<file path="config.mk">
export PLATFORM = sky130hd
export DESIGN_NAME = bist_response_analyzer
export DESIGN_NICKNAME = d
export VERILOG_FILES = /design/src/rtl/bist_response_analyzer.sv
export SDC_FILE = /design/constraint.sdc
export NUM_CORES = 1
export LEC_CHECK = 0
export ABC_CLOCK_PERIOD_IN_PS = 3900
export CAP_MARGIN = 30
export CORE_AREA = 3 3 65 67
export CTS_CLUSTER_SIZE = 40
export DETAILED_ROUTE_END_ITERATION = 12
export DIE_AREA = 0 0 68 70
export GPL_TIMING_DRIVEN = 0
export HOLD_SLACK_MARGIN = 0.06
export PLACE_DENSITY = 0.82
export SLEW_MARGIN = 30
export SYNTH_ARGS = -nofsm -noshare
export SYNTH_HDL_FRONTEND = slang
export SYNTH_SLANG_ARGS = --single-unit
</file>
<file path="constraint.sdc">
create_clock -name clk -period 3.9 [get_ports clk]
set_clock_uncertainty 0.15 [all_clocks]
set_input_delay 0.585 -clock clk [delete_from_list [all_inputs] [get_ports clk]]
set_output_delay 0.585 -clock clk [all_outputs]
set_load 0.05 [all_outputs]
</file>
<file path="src/rtl/bist_response_analyzer.sv">
// -----------------------------------------------------------------------------
// bist_response_analyzer
//
// Read-back end of the MBIST memory path. Every read the BIST controller issues
// (cmp_en) carries the address and the data it expects back. The request is
// carried through a shift register whose depth matches the memory read latency.
// When it leaves that register it is compared with mem_q in the same cycle.
// The block keeps these results:
//   - a sticky fail flag
//   - the address and syndrome of the first failure
//   - a saturating error count
//   - an end-of-test pass/fail once the controller signals bist_done and the
//     pipeline has drained
//
// Ports
//   clk              rising-edge clock
//   rst              asynchronous reset, active-high
//   NbarT            0: normal mode, 1: test mode
//   clear            synchronous clear of results, pipeline and FSM
//   cmp_en           a read is issued this cycle and must be compared
//   bist_addr        address of that read
//   exp_data         data expected back for that read
//   mem_q            memory read data, valid RD_LATENCY cycles after cmp_en
//   bist_done        pulse: the controller has issued its last read
//   err_pulse        one-cycle pulse per mismatch (registered)
//   fail             sticky mismatch flag
//   first_fail_addr  address of the first mismatch
//   first_fail_syn   mem_q ^ expected at the first mismatch
//   err_cnt          mismatch count, saturates at all-ones
//   result_valid     end-of-test result is stable (FSM in DONE)
//   pass             result_valid & ~fail
//   dbg_state_o      current FSM state (IDLE=0, RUN=1, DRAIN=2, DONE=3)
//
// Handshake: cmp_en is a valid with no ready. A request is taken in any cycle
// where cmp_en=1, NbarT=1, clear=0 and the FSM is in IDLE or RUN. Otherwise the
// request is dropped silently. The controller never stalls.
//
// RD_LATENCY must be in 1..4.
// -----------------------------------------------------------------------------
module bist_response_analyzer #(
  parameter int ADDR_WIDTH    = 8,
  parameter int DATA_WIDTH    = 8,
  parameter int RD_LATENCY    = 1,
  parameter int ERR_CNT_WIDTH = 8
) (
  input  logic                     clk,
  input  logic                     rst,
  input  logic                     NbarT,
  input  logic                     clear,
  input  logic                     cmp_en,
  input  logic [ADDR_WIDTH-1:0]    bist_addr,
  input  logic [DATA_WIDTH-1:0]    exp_data,
  input  logic [DATA_WIDTH-1:0]    mem_q,
  input  logic                     bist_done,
  output logic                     err_pulse,
  output logic                     fail,
  output logic [ADDR_WIDTH-1:0]    first_fail_addr,
  output logic [DATA_WIDTH-1:0]    first_fail_syn,
  output logic [ERR_CNT_WIDTH-1:0] err_cnt,
  output logic                     result_valid,
  output logic                     pass,
  output logic [1:0]               dbg_state_o
);

  typedef enum logic [1:0] {
    ST_IDLE  = 2'd0,
    ST_RUN   = 2'd1,
    ST_DRAIN = 2'd2,
    ST_DONE  = 2'd3
  } state_e;

  localparam logic [ERR_CNT_WIDTH-1:0] CNT_MAX = {ERR_CNT_WIDTH{1'b1}};
  localparam logic [ERR_CNT_WIDTH-1:0] CNT_ONE = ERR_CNT_WIDTH'(1);

  state_e state_q, state_d;

  // Request pipeline: stage 0 is loaded on accept. Stage RD_LATENCY-1 is the
  // exiting stage, which lines up with mem_q.
  logic [RD_LATENCY-1:0] vld_q, vld_d;
  logic [ADDR_WIDTH-1:0] addr_q [RD_LATENCY];
  logic [ADDR_WIDTH-1:0] addr_d [RD_LATENCY];
  logic [DATA_WIDTH-1:0] exp_q  [RD_LATENCY];
  logic [DATA_WIDTH-1:0] exp_d  [RD_LATENCY];

  logic                     err_pulse_q, err_pulse_d;
  logic                     fail_q, fail_d;
  logic [ADDR_WIDTH-1:0]    ffa_q, ffa_d;
  logic [DATA_WIDTH-1:0]    ffs_q, ffs_d;
  logic [ERR_CNT_WIDTH-1:0] cnt_q, cnt_d;

  logic                  accept;
  logic                  exit_vld;
  logic [ADDR_WIDTH-1:0] exit_addr;
  logic [DATA_WIDTH-1:0] syndrome;
  logic                  mismatch;
  logic                  busy_next;

  // ---------------------------------------------------------------------------
  // Accept and compare
  // ---------------------------------------------------------------------------
  assign accept = cmp_en & NbarT & ~clear &
                  ((state_q == ST_IDLE) | (state_q == ST_RUN));

  assign exit_vld  = vld_q[RD_LATENCY-1];
  assign exit_addr = addr_q[RD_LATENCY-1];
  assign syndrome  = mem_q ^ exp_q[RD_LATENCY-1];
  assign mismatch  = exit_vld & (|syndrome);

  // Entries that are still in flight after this edge. The exiting stage is
  // excluded, because it is compared on this edge. This lets DRAIN move to
  // DONE on the same edge that records the final compare, so pass already
  // reflects it.
  always_comb begin
    busy_next = 1'b0;
    for (int i = 0; i < RD_LATENCY - 1; i++) begin
      busy_next = busy_next | vld_q[i];
    end
  end

  // ---------------------------------------------------------------------------
  // Pipeline next state
  // ---------------------------------------------------------------------------
  always_comb begin
    vld_d     = '0;
    vld_d[0]  = accept;
    addr_d[0] = bist_addr;
    exp_d[0]  = exp_data;
    for (int i = 1; i < RD_LATENCY; i++) begin
      vld_d[i]  = vld_q[i-1];
      addr_d[i] = addr_q[i-1];
      exp_d[i]  = exp_q[i-1];
    end
    if (clear) begin
      vld_d = '0;
    end
  end

  // ---------------------------------------------------------------------------
  // FSM next state
  // ---------------------------------------------------------------------------
  always_comb begin
    state_d = state_q;
    case (state_q)
      ST_IDLE: begin
        if (NbarT) state_d = ST_RUN;
      end
      ST_RUN: begin
        // bist_done wins over a same-cycle NbarT drop.
        if (bist_done)   state_d = ST_DRAIN;
        else if (!NbarT) state_d = ST_IDLE;
      end
      ST_DRAIN: begin
        // NbarT is deliberately ignored here. A drain always completes.
        if (!busy_next) state_d = ST_DONE;
      end
      ST_DONE: begin
        state_d = ST_DONE;
      end
      default: state_d = ST_IDLE;
    endcase
    if (clear) begin
      state_d = ST_IDLE;
    end
  end

  // ---------------------------------------------------------------------------
  // Result next state; clear beats a same-cycle mismatch
  // ---------------------------------------------------------------------------
  always_comb begin
    err_pulse_d = mismatch;
    fail_d      = fail_q | mismatch;
    ffa_d       = ffa_q;
    ffs_d       = ffs_q;
    cnt_d       = cnt_q;
    if (mismatch && (cnt_q != CNT_MAX)) begin
      cnt_d = cnt_q + CNT_ONE;
    end
    // Only the first mismatch since clear/reset is captured.
    if (mismatch && !fail_q) begin
      ffa_d = exit_addr;
      ffs_d = syndrome;
    end
    if (clear) begin
      err_pulse_d = 1'b0;
      fail_d      = 1'b0;
      ffa_d       = '0;
      ffs_d       = '0;
      cnt_d       = '0;
    end
  end

  // ---------------------------------------------------------------------------
  // Registers
  // ---------------------------------------------------------------------------
  always_ff @(posedge clk or posedge rst) begin
    if (rst) begin
      state_q     <= ST_IDLE;
      vld_q       <= '0;
      err_pulse_q <= 1'b0;
      fail_q      <= 1'b0;
      ffa_q       <= '0;
      ffs_q       <= '0;
      cnt_q       <= '0;
      for (int i = 0; i < RD_LATENCY; i++) begin
        addr_q[i] <= '0;
        exp_q[i]  <= '0;
      end
    end else begin
      state_q     <= state_d;
      vld_q       <= vld_d;
      err_pulse_q <= err_pulse_d;
      fail_q      <= fail_d;
      ffa_q       <= ffa_d;
      ffs_q       <= ffs_d;
      cnt_q       <= cnt_d;
      for (int i = 0; i < RD_LATENCY; i++) begin
        addr_q[i] <= addr_d[i];
        exp_q[i]  <= exp_d[i];
      end
    end
  end

  // ---------------------------------------------------------------------------
  // Outputs
  // ---------------------------------------------------------------------------
  assign err_pulse       = err_pulse_q;
  assign fail            = fail_q;
  assign first_fail_addr = ffa_q;
  assign first_fail_syn  = ffs_q;
  assign err_cnt         = cnt_q;
  assign result_valid    = (state_q == ST_DONE);
  assign pass            = (state_q == ST_DONE) & ~fail_q;
  assign dbg_state_o     = state_q;

endmodule

</file>
==> results of run 1 <==
Yosys cell counts:
| library cell | n | area, um^2 |
|---|---|---|
| a211oi_1 | 8 | 60.1 |
| nor4_1 | 3 | 18.8 |
| a21bo_1 | 1 | 10.0 |
| mux2i_1 | 9 | 90.1 |
| dfrtp_1 | 45 | 1130 |
| buf_4 | 2 | 15.0 |
| a21oi_1 | 5 | 25.0 |
| clkbuf_1 | 1 | 3.75 |
| buf_1 | 2 | 7.51 |
| xnor2_1 | 8 | 70.1 |
| o31ai_1 | 1 | 7.51 |
| or2_2 | 1 | 6.26 |
| a21oi_2 | 1 | 8.76 |
| mux2_2 | 3 | 33.8 |
| and2_1 | 2 | 12.5 |
| buf_2 | 1 | 5.00 |
| nor2_1 | 23 | 86.3 |
| inv_1 | 5 | 18.8 |
| nor3_1 | 3 | 15.0 |
| or4_1 | 1 | 7.51 |
| nand4_1 | 1 | 6.26 |
| and4_4 | 1 | 11.3 |
| o311ai_0 | 1 | 8.76 |
| nand2_1 | 9 | 33.8 |
| nor2b_1 | 3 | 18.8 |
| ha_1 | 1 | 12.5 |
| o41ai_1 | 1 | 8.76 |
| and4_1 | 1 | 8.76 |
| o21a_1 | 1 | 7.51 |
| nand3_1 | 2 | 10.0 |
| o31a_1 | 2 | 17.5 |
worst max-delay path, cell delays in order, from the launching register on:
cell and delay [ps]:
dfrtp_1 400, and2_1 150, and2_1 120, clkdlybuf4s50_1 790
logic make-up (layout without fill, tap and decap cells):
group,after synthesis,after routing,share of synthesized area (%)
multiplexers,12,12,6.99
buffers and inverters,11,79,2.82
adder cells (fa/ha/maj),1,1,0.706
AND/OR/NAND/NOR,50,50,13.3
AO/OA/AOI/OAI,21,21,8.69
flip-flops,45,45,63.6
XOR/XNOR,8,8,3.95
sequential cells by signal, indices dropped and copies added, names as in the netlist:
name and count:
addr_q 8, dbg_state_o 2, err_cnt 8, err_pulse 1, exit_vld 1, exp_q 8
fail 1, first_fail_addr 8, first_fail_syn 8
layout make-up:
| cell class | count | area, um^2 | share of cell area, % |
|---|---|---|---|
| Sequential cell | 45 | 1130 | 43.9 |
| Inverter | 5 | 18.8 | 0.732 |
| Multi-Input combinational cell | 92 | 596 | 23.2 |
| Buffer | 6 | 31.3 | 1.22 |
| Clock inverter | 2 | 37.5 | 1.46 |
| Clock buffer | 6 | 82.6 | 3.22 |
| Timing Repair Buffer | 60 | 611 | 23.8 |
| Tap cell | 48 | 60.1 | 2.34 |
report_power, final:
part           leakage, nW  switching, W  internal [W]
logic                0.411     0.0000816     0.0000634
registers            0.584     0.0000103      0.000485
clock network       0.0574      0.000155      0.000208
cells in the final DEF, fill, tap and decap left out, types with 3 or more instances in the layout:
cell	Yosys	final
dfrtp_1	45	45
inv_1	5	4
mux2i_1	9	9
nor2_1	23	23
nor2b_1	3	3
nor4_1	3	3
a21oi_1	5	5
nand2_1	9	9
xnor2_1	8	8
clkdlybuf4s50_1	0	59
mux2_2	3	3
a211oi_1	8	8
nor3_1	3	3
clkbuf_8	0	6
worst max path at each step:
stage | start | end | slack (ps) | cells past startpoint
3_5_place_dp | mem_q[7] | err_cnt[0] | 1260 | 7
4_1_cts | dbg_state_o[1] | pass | 1390 | 3
5_1_grt | dbg_state_o[1] | pass | 1320 | 3
3_3_place_gp | mem_q[0] | err_cnt[0] | 1300 | 7
6_report | dbg_state_o[1] | pass | 1410 | 3
2_1_floorplan | dbg_state_o[1] | pass | 1490 | 2
routing by layer:
metal / GRT usage [%] / up-vias / part of all wire [%]
li1: - / 638 / -
met1: 24.3 / 669 / 40
met2: 30.5 / 51 / 52
met3: 6.75 / 5 / 6.9
met4: 5.08 / 0 / 1.0
met5: 0 / - / 0
per-stage QoR:
| stage | hold WS, ps | area, um^2 | std cells |
|---|---|---|---|
| 5_1_grt | 385 | 2560 | 264 |
| 2_1_floorplan | 315 | 1770 | 148 |
| 3_5_place_dp | 353 | 2440 | 256 |
| 6_report | 358 | 2560 | 264 |
| 3_3_place_gp | 321 | 2420 | 255 |
| 4_1_cts | 364 | 2560 | 264 |
==> qor.yml, run 1 <==
grt_pass1_vias: 1450
die_area_um2: 4760
n_antenna_cell: 0
critPathKind: "flop to primary output"
status: "finished clean"
final_nets: 246
htree_levels: 2
mappedNetlistArea_um2: 1770
rsz0062_at_grt: "no"
finalHoldViolCount: 0
ys_ff_latch: 45
path_max_fanout: 5
finalSetupTns_ps: 0
port_buffers: 59
dp_hpwl_mm: 3.03
synth_fp_nets: 179
synth.avg_cell_area_um2: 12.0
post-route-period-util_pct: 63.9
fmax_ghz: 0.401
cts_hold_buf: 0
grt_first_pass_wirelength_mm: 6.83
total_power_w: 0.00100
cts_tree: "yes"
dr.pass1.iters: 4
tightest_slew_ps: 541
timing.rr.end: "err_cnt[0]"
fp.dieW_um: 68
min-delay-start: "addr_q[3]"
route.detailed.drc: 0
ant_nets: 0
worstPathArrival_ps: 1760
ir_drop_mv: 0.323
hold_end: "first_fail_addr[3]"
die_h_um: 70
power.density_nw_per_um2: 392
post-cts-setup-buffers: 0
insertion_delay_ps: 300
place.gp.congestion: 0.786
maxCapViolations: 0
fin_util_pct: 69.5
pre_cts_slack_ps: 1260
wl_per_cell_um: 14.9
syn2layout_area_growth_pct: 44.6
initial_core_util_pct: 48.0
core-area_um2: 3690
numClockSinks: 45
layout_setup_ws_ps: 1410
layout-drive-gt1-share_pct: 8.80
num_vias: 1363
grt_max_degree: 33
cts_buffers: 5
cts.reportedPaths.clkPinSlew_ps: 80
critPathLaunchType: "flop"
drv_slew: 0
ff2ff_setup_slack_ps: 1890
r2r_cells: 6
antenna_found_initial: 0
yosysSeqAreaShare_pct: 63.6
hold_class: "flop to flop"
row_count: 22
grtUsageTotal_pct: 19.1
cts_resized: 0
endpoint_kind: "primary output"
maxSlewHeadroom_pct: 63.8
hold_depth: 2
n_fill_cell: 285
setup_viol: 0
required_ps: 3160
drtIter0Drc: 68
clk_path_buf_depth: 2
vias_per_cell: 5.16
gr-total-overflow: 0
syn_inst: 148
pin_count: 60
r2r_start: "exp_q[0]"
min_period_ps: 2490
synth_cell_types: 31
yosys_warnings: 0
root_buffer: "clkbuf_8"
p_leak_nw: 1.05
drt_wl_total_mm: 3.95
(Power assumes the default switching activity.)
==> run 2: changes to the inputs <==
--- a/config.mk
+++ b/config.mk
@@ -5,15 +5,15 @@
 export SDC_FILE = /design/constraint.sdc
 export NUM_CORES = 1
 export LEC_CHECK = 0
-export ABC_CLOCK_PERIOD_IN_PS = 3900
+export ABC_CLOCK_PERIOD_IN_PS = 2500
 export CAP_MARGIN = 30
-export CORE_AREA = 3 3 65 67
+export CORE_AREA = 3 3 67 69
 export CTS_CLUSTER_SIZE = 40
 export DETAILED_ROUTE_END_ITERATION = 12
-export DIE_AREA = 0 0 68 70
+export DIE_AREA = 0 0 70 72
 export GPL_TIMING_DRIVEN = 0
 export HOLD_SLACK_MARGIN = 0.06
-export PLACE_DENSITY = 0.82
+export PLACE_DENSITY = 0.78
 export SLEW_MARGIN = 30
 export SYNTH_ARGS = -nofsm -noshare
 export SYNTH_HDL_FRONTEND = slang
==> constraint.sdc (replaced) <==
create_clock -name clk -period 2.5 [get_ports clk]
set_clock_uncertainty 0.15 [all_clocks]
set_input_delay 0.375 -clock clk [delete_from_list [all_inputs] [get_ports clk]]
set_output_delay 0.375 -clock clk [all_outputs]
set_load 0.05 [all_outputs]
==> qor.yml, run 2 (same netlist as run 1, synthesis figures left out) <==
maxCapViolations: 0  # unchanged
swShare_pct: 24.6  # about the same
power.density_nw_per_um2: 574  # +47%
fp.dieW_um: 70  # +2.9%
cts_buffers: 5  # unchanged
die_h_um: 72  # +2.9%
path_max_fanout: 5  # unchanged
multi_input_area_um2: 596  # unchanged
syn2layout_area_growth_pct: 44.1
num_vias: 1306  # -4.2%
die_area_um2: 5040  # +5.9%
setup_viol: 0  # unchanged
post-cts-setup-buffers: 0  # unchanged
grt_max_degree: 25  # -24%
row_count: 23  # +4.5%
pre_cts_slack_ps: 99.4  # -1160 ps
drt_wl_total_mm: 3.56  # -9.7%
worstPathCellList: "and2_1, and2_1, clkdlybuf4s50_1"
fmax_ghz: 0.432
wl_per_cell_um: 13.4  # -10%
dr.pass1.iters: 4  # unchanged
power.internal_w: 0.00111  # +46%
numClockSinks: 45  # unchanged
place.gp.congestion: 0.767  # -2.4%
status: "finished clean"
final_common_cell: "clkdlybuf4s50_1"
ant_nets: 0  # unchanged
drv_slew: 0  # unchanged
endpoint_kind: "primary output"
required_ps: 1980  # -1180 ps
cts_resized: 0  # unchanged
fin_cells: 266  # +0.76%
fin_util_pct: 64.3  # -5.2 points
worstPathArrival_ps: 1790  # +30 ps
n_antenna_cell: 0  # unchanged
final_cell_mix: "clkdlybuf4s50_1 (59), dfrtp_1 (45), nor2_1 (23)"
switching_power_w: 0.000361  # +46%
maxSlewHeadroom_pct: 64.1  # +0.25 points
cts_hold_buf: 0  # unchanged
cts_tree: "yes"
gr-total-overflow: 0  # unchanged
finalHoldViolCount: 0  # unchanged
grt_first_pass_wirelength_mm: 5.73  # -16%
layout_setup_ws_ps: 187  # -1220 ps
seq_area_um2: 1130  # unchanged
grt_pass1_vias: 1260  # -13%
n_fill_cell: 324  # +14%
pin_count: 60  # unchanged
htree_levels: 2  # unchanged
layout-drive-gt1-share_pct: 8.80  # unchanged
comb_power_share_pct: 15.2  # +0.7 points
core-area_um2: 3970  # +7.7%
antenna_found_initial: 0  # unchanged
critPathKind: "flop to primary output"
dp_hpwl_mm: 2.70  # -11%
finalSetupTns_ps: 0  # unchanged
final_nets: 246  # unchanged
critPathLaunchType: "flop"
route.detailed.drc: 0  # unchanged
max_stage_delay_ps: 790  # about the same
dp.cells: 258  # +0.78%
insertion_delay_ps: 280  # -20 ps
p_clk_share_pct: 32.1  # -4.1 points
seq_power_share_pct: 52.6  # +3.3 points
post-route-period-util_pct: 92.5
cp_slowest_cell: "clkdlybuf4s50_1"
drtIter0Drc: 103  # +51%
vias_per_cell: 4.91  # -4.9%
grtUsageTotal_pct: 14.3  # -4.8 points
total_power_w: 0.00147  # +46%
tightest_slew_ps: 537  # -3.73 ps
port_buffers: 59  # unchanged
hold_class: "primary input to async pin"
ir_drop_mv: 0.424  # +31%
cp_common_cell: "and2_1"
rsz0062_at_grt: "no"
cts.reportedPaths.clkPinSlew_ps: 80  # about the same
clk_path_buf_depth: 2  # unchanged
min_period_ps: 2310
p_leak_nw: 1.05  # about the same
initial_core_util_pct: 44.6  # -3.4 points
root_buffer: "clkbuf_8"
==> run 2: cell count changes in the layout (fill, tap and decap cells not counted) <==
cell,previous run,this run
clkinv_2,0,1
clkbuf_8,6,7
buf_12,1,0
buf_16,0,1
bufinv_16,1,0
clkinvlp_4,1,0
==> run 2: stage by stage <==
stage | hold WS, ps | instance area, um^2
6_report | 285 | 2550
2_1_floorplan | 256 | 1770
3_3_place_gp | 318 | 2420
3_5_place_dp | 330 | 2450
5_1_grt | 310 | 2550
4_1_cts | 301 | 2550
==> run 2: cell type report <==
cell class,instances,area share (%)
well taps,50,2.45
plain buffers,6,1.22
repair buffers,60,24.2
multi-input cells,92,23.3
clock buffers,7,3.77
flip-flops and latches,45,44.1
clock inverters,1,0.196
inverters,5,0.735
==> run 2: worst paths after layout <==
kind / start / endpoint / slack (ps) / depth (start not counted)
max: dbg_state_o[1] / pass / 190 / 3
max in group asynchronous: rst / exp_q[2] / 1430 / 3
min reg2reg: addr_q[7] / first_fail_addr[7] / 340 / 2
max reg2reg: exp_q[0] / err_cnt[0] / 540 / 6
min in group clk: addr_q[7] / first_fail_addr[7] / 340 / 2
min: rst / err_cnt[1] / 290 / 2
==> run 2: power by group through the flow <==
stage / Clock [W] / Combinational (W) / Sequential, W
3_3_place_gp: 0 / 0.000219 / 0.000786
3_5_place_dp: 0 / 0.000226 / 0.000787
6_report: 0.000471 / 0.000224 / 0.000772
5_1_grt: 0.000518 / 0.000240 / 0.000775
2_1_floorplan: 0 / 0.0000701 / 0.000838
4_1_cts: 0.000486 / 0.000227 / 0.000772
==> run 2: layer usage <==
metal | vias up | global-route usage, % | routed length [um]
li1 | 640 | - | -
met1 | 616 | 18.4 | 1550
met2 | 48 | 23.4 | 1710
met3 | 2 | 4.57 | 279
met4 | 0 | 4.47 | 17
met5 | - | 0 | 0
==> run 2: worst max-delay path, delay by kind of cell (launching register included) <==
family | cells | cell delay (ps)
simple gates | 2 | 280
flops | 1 | 430
buf+inv | 1 | 790
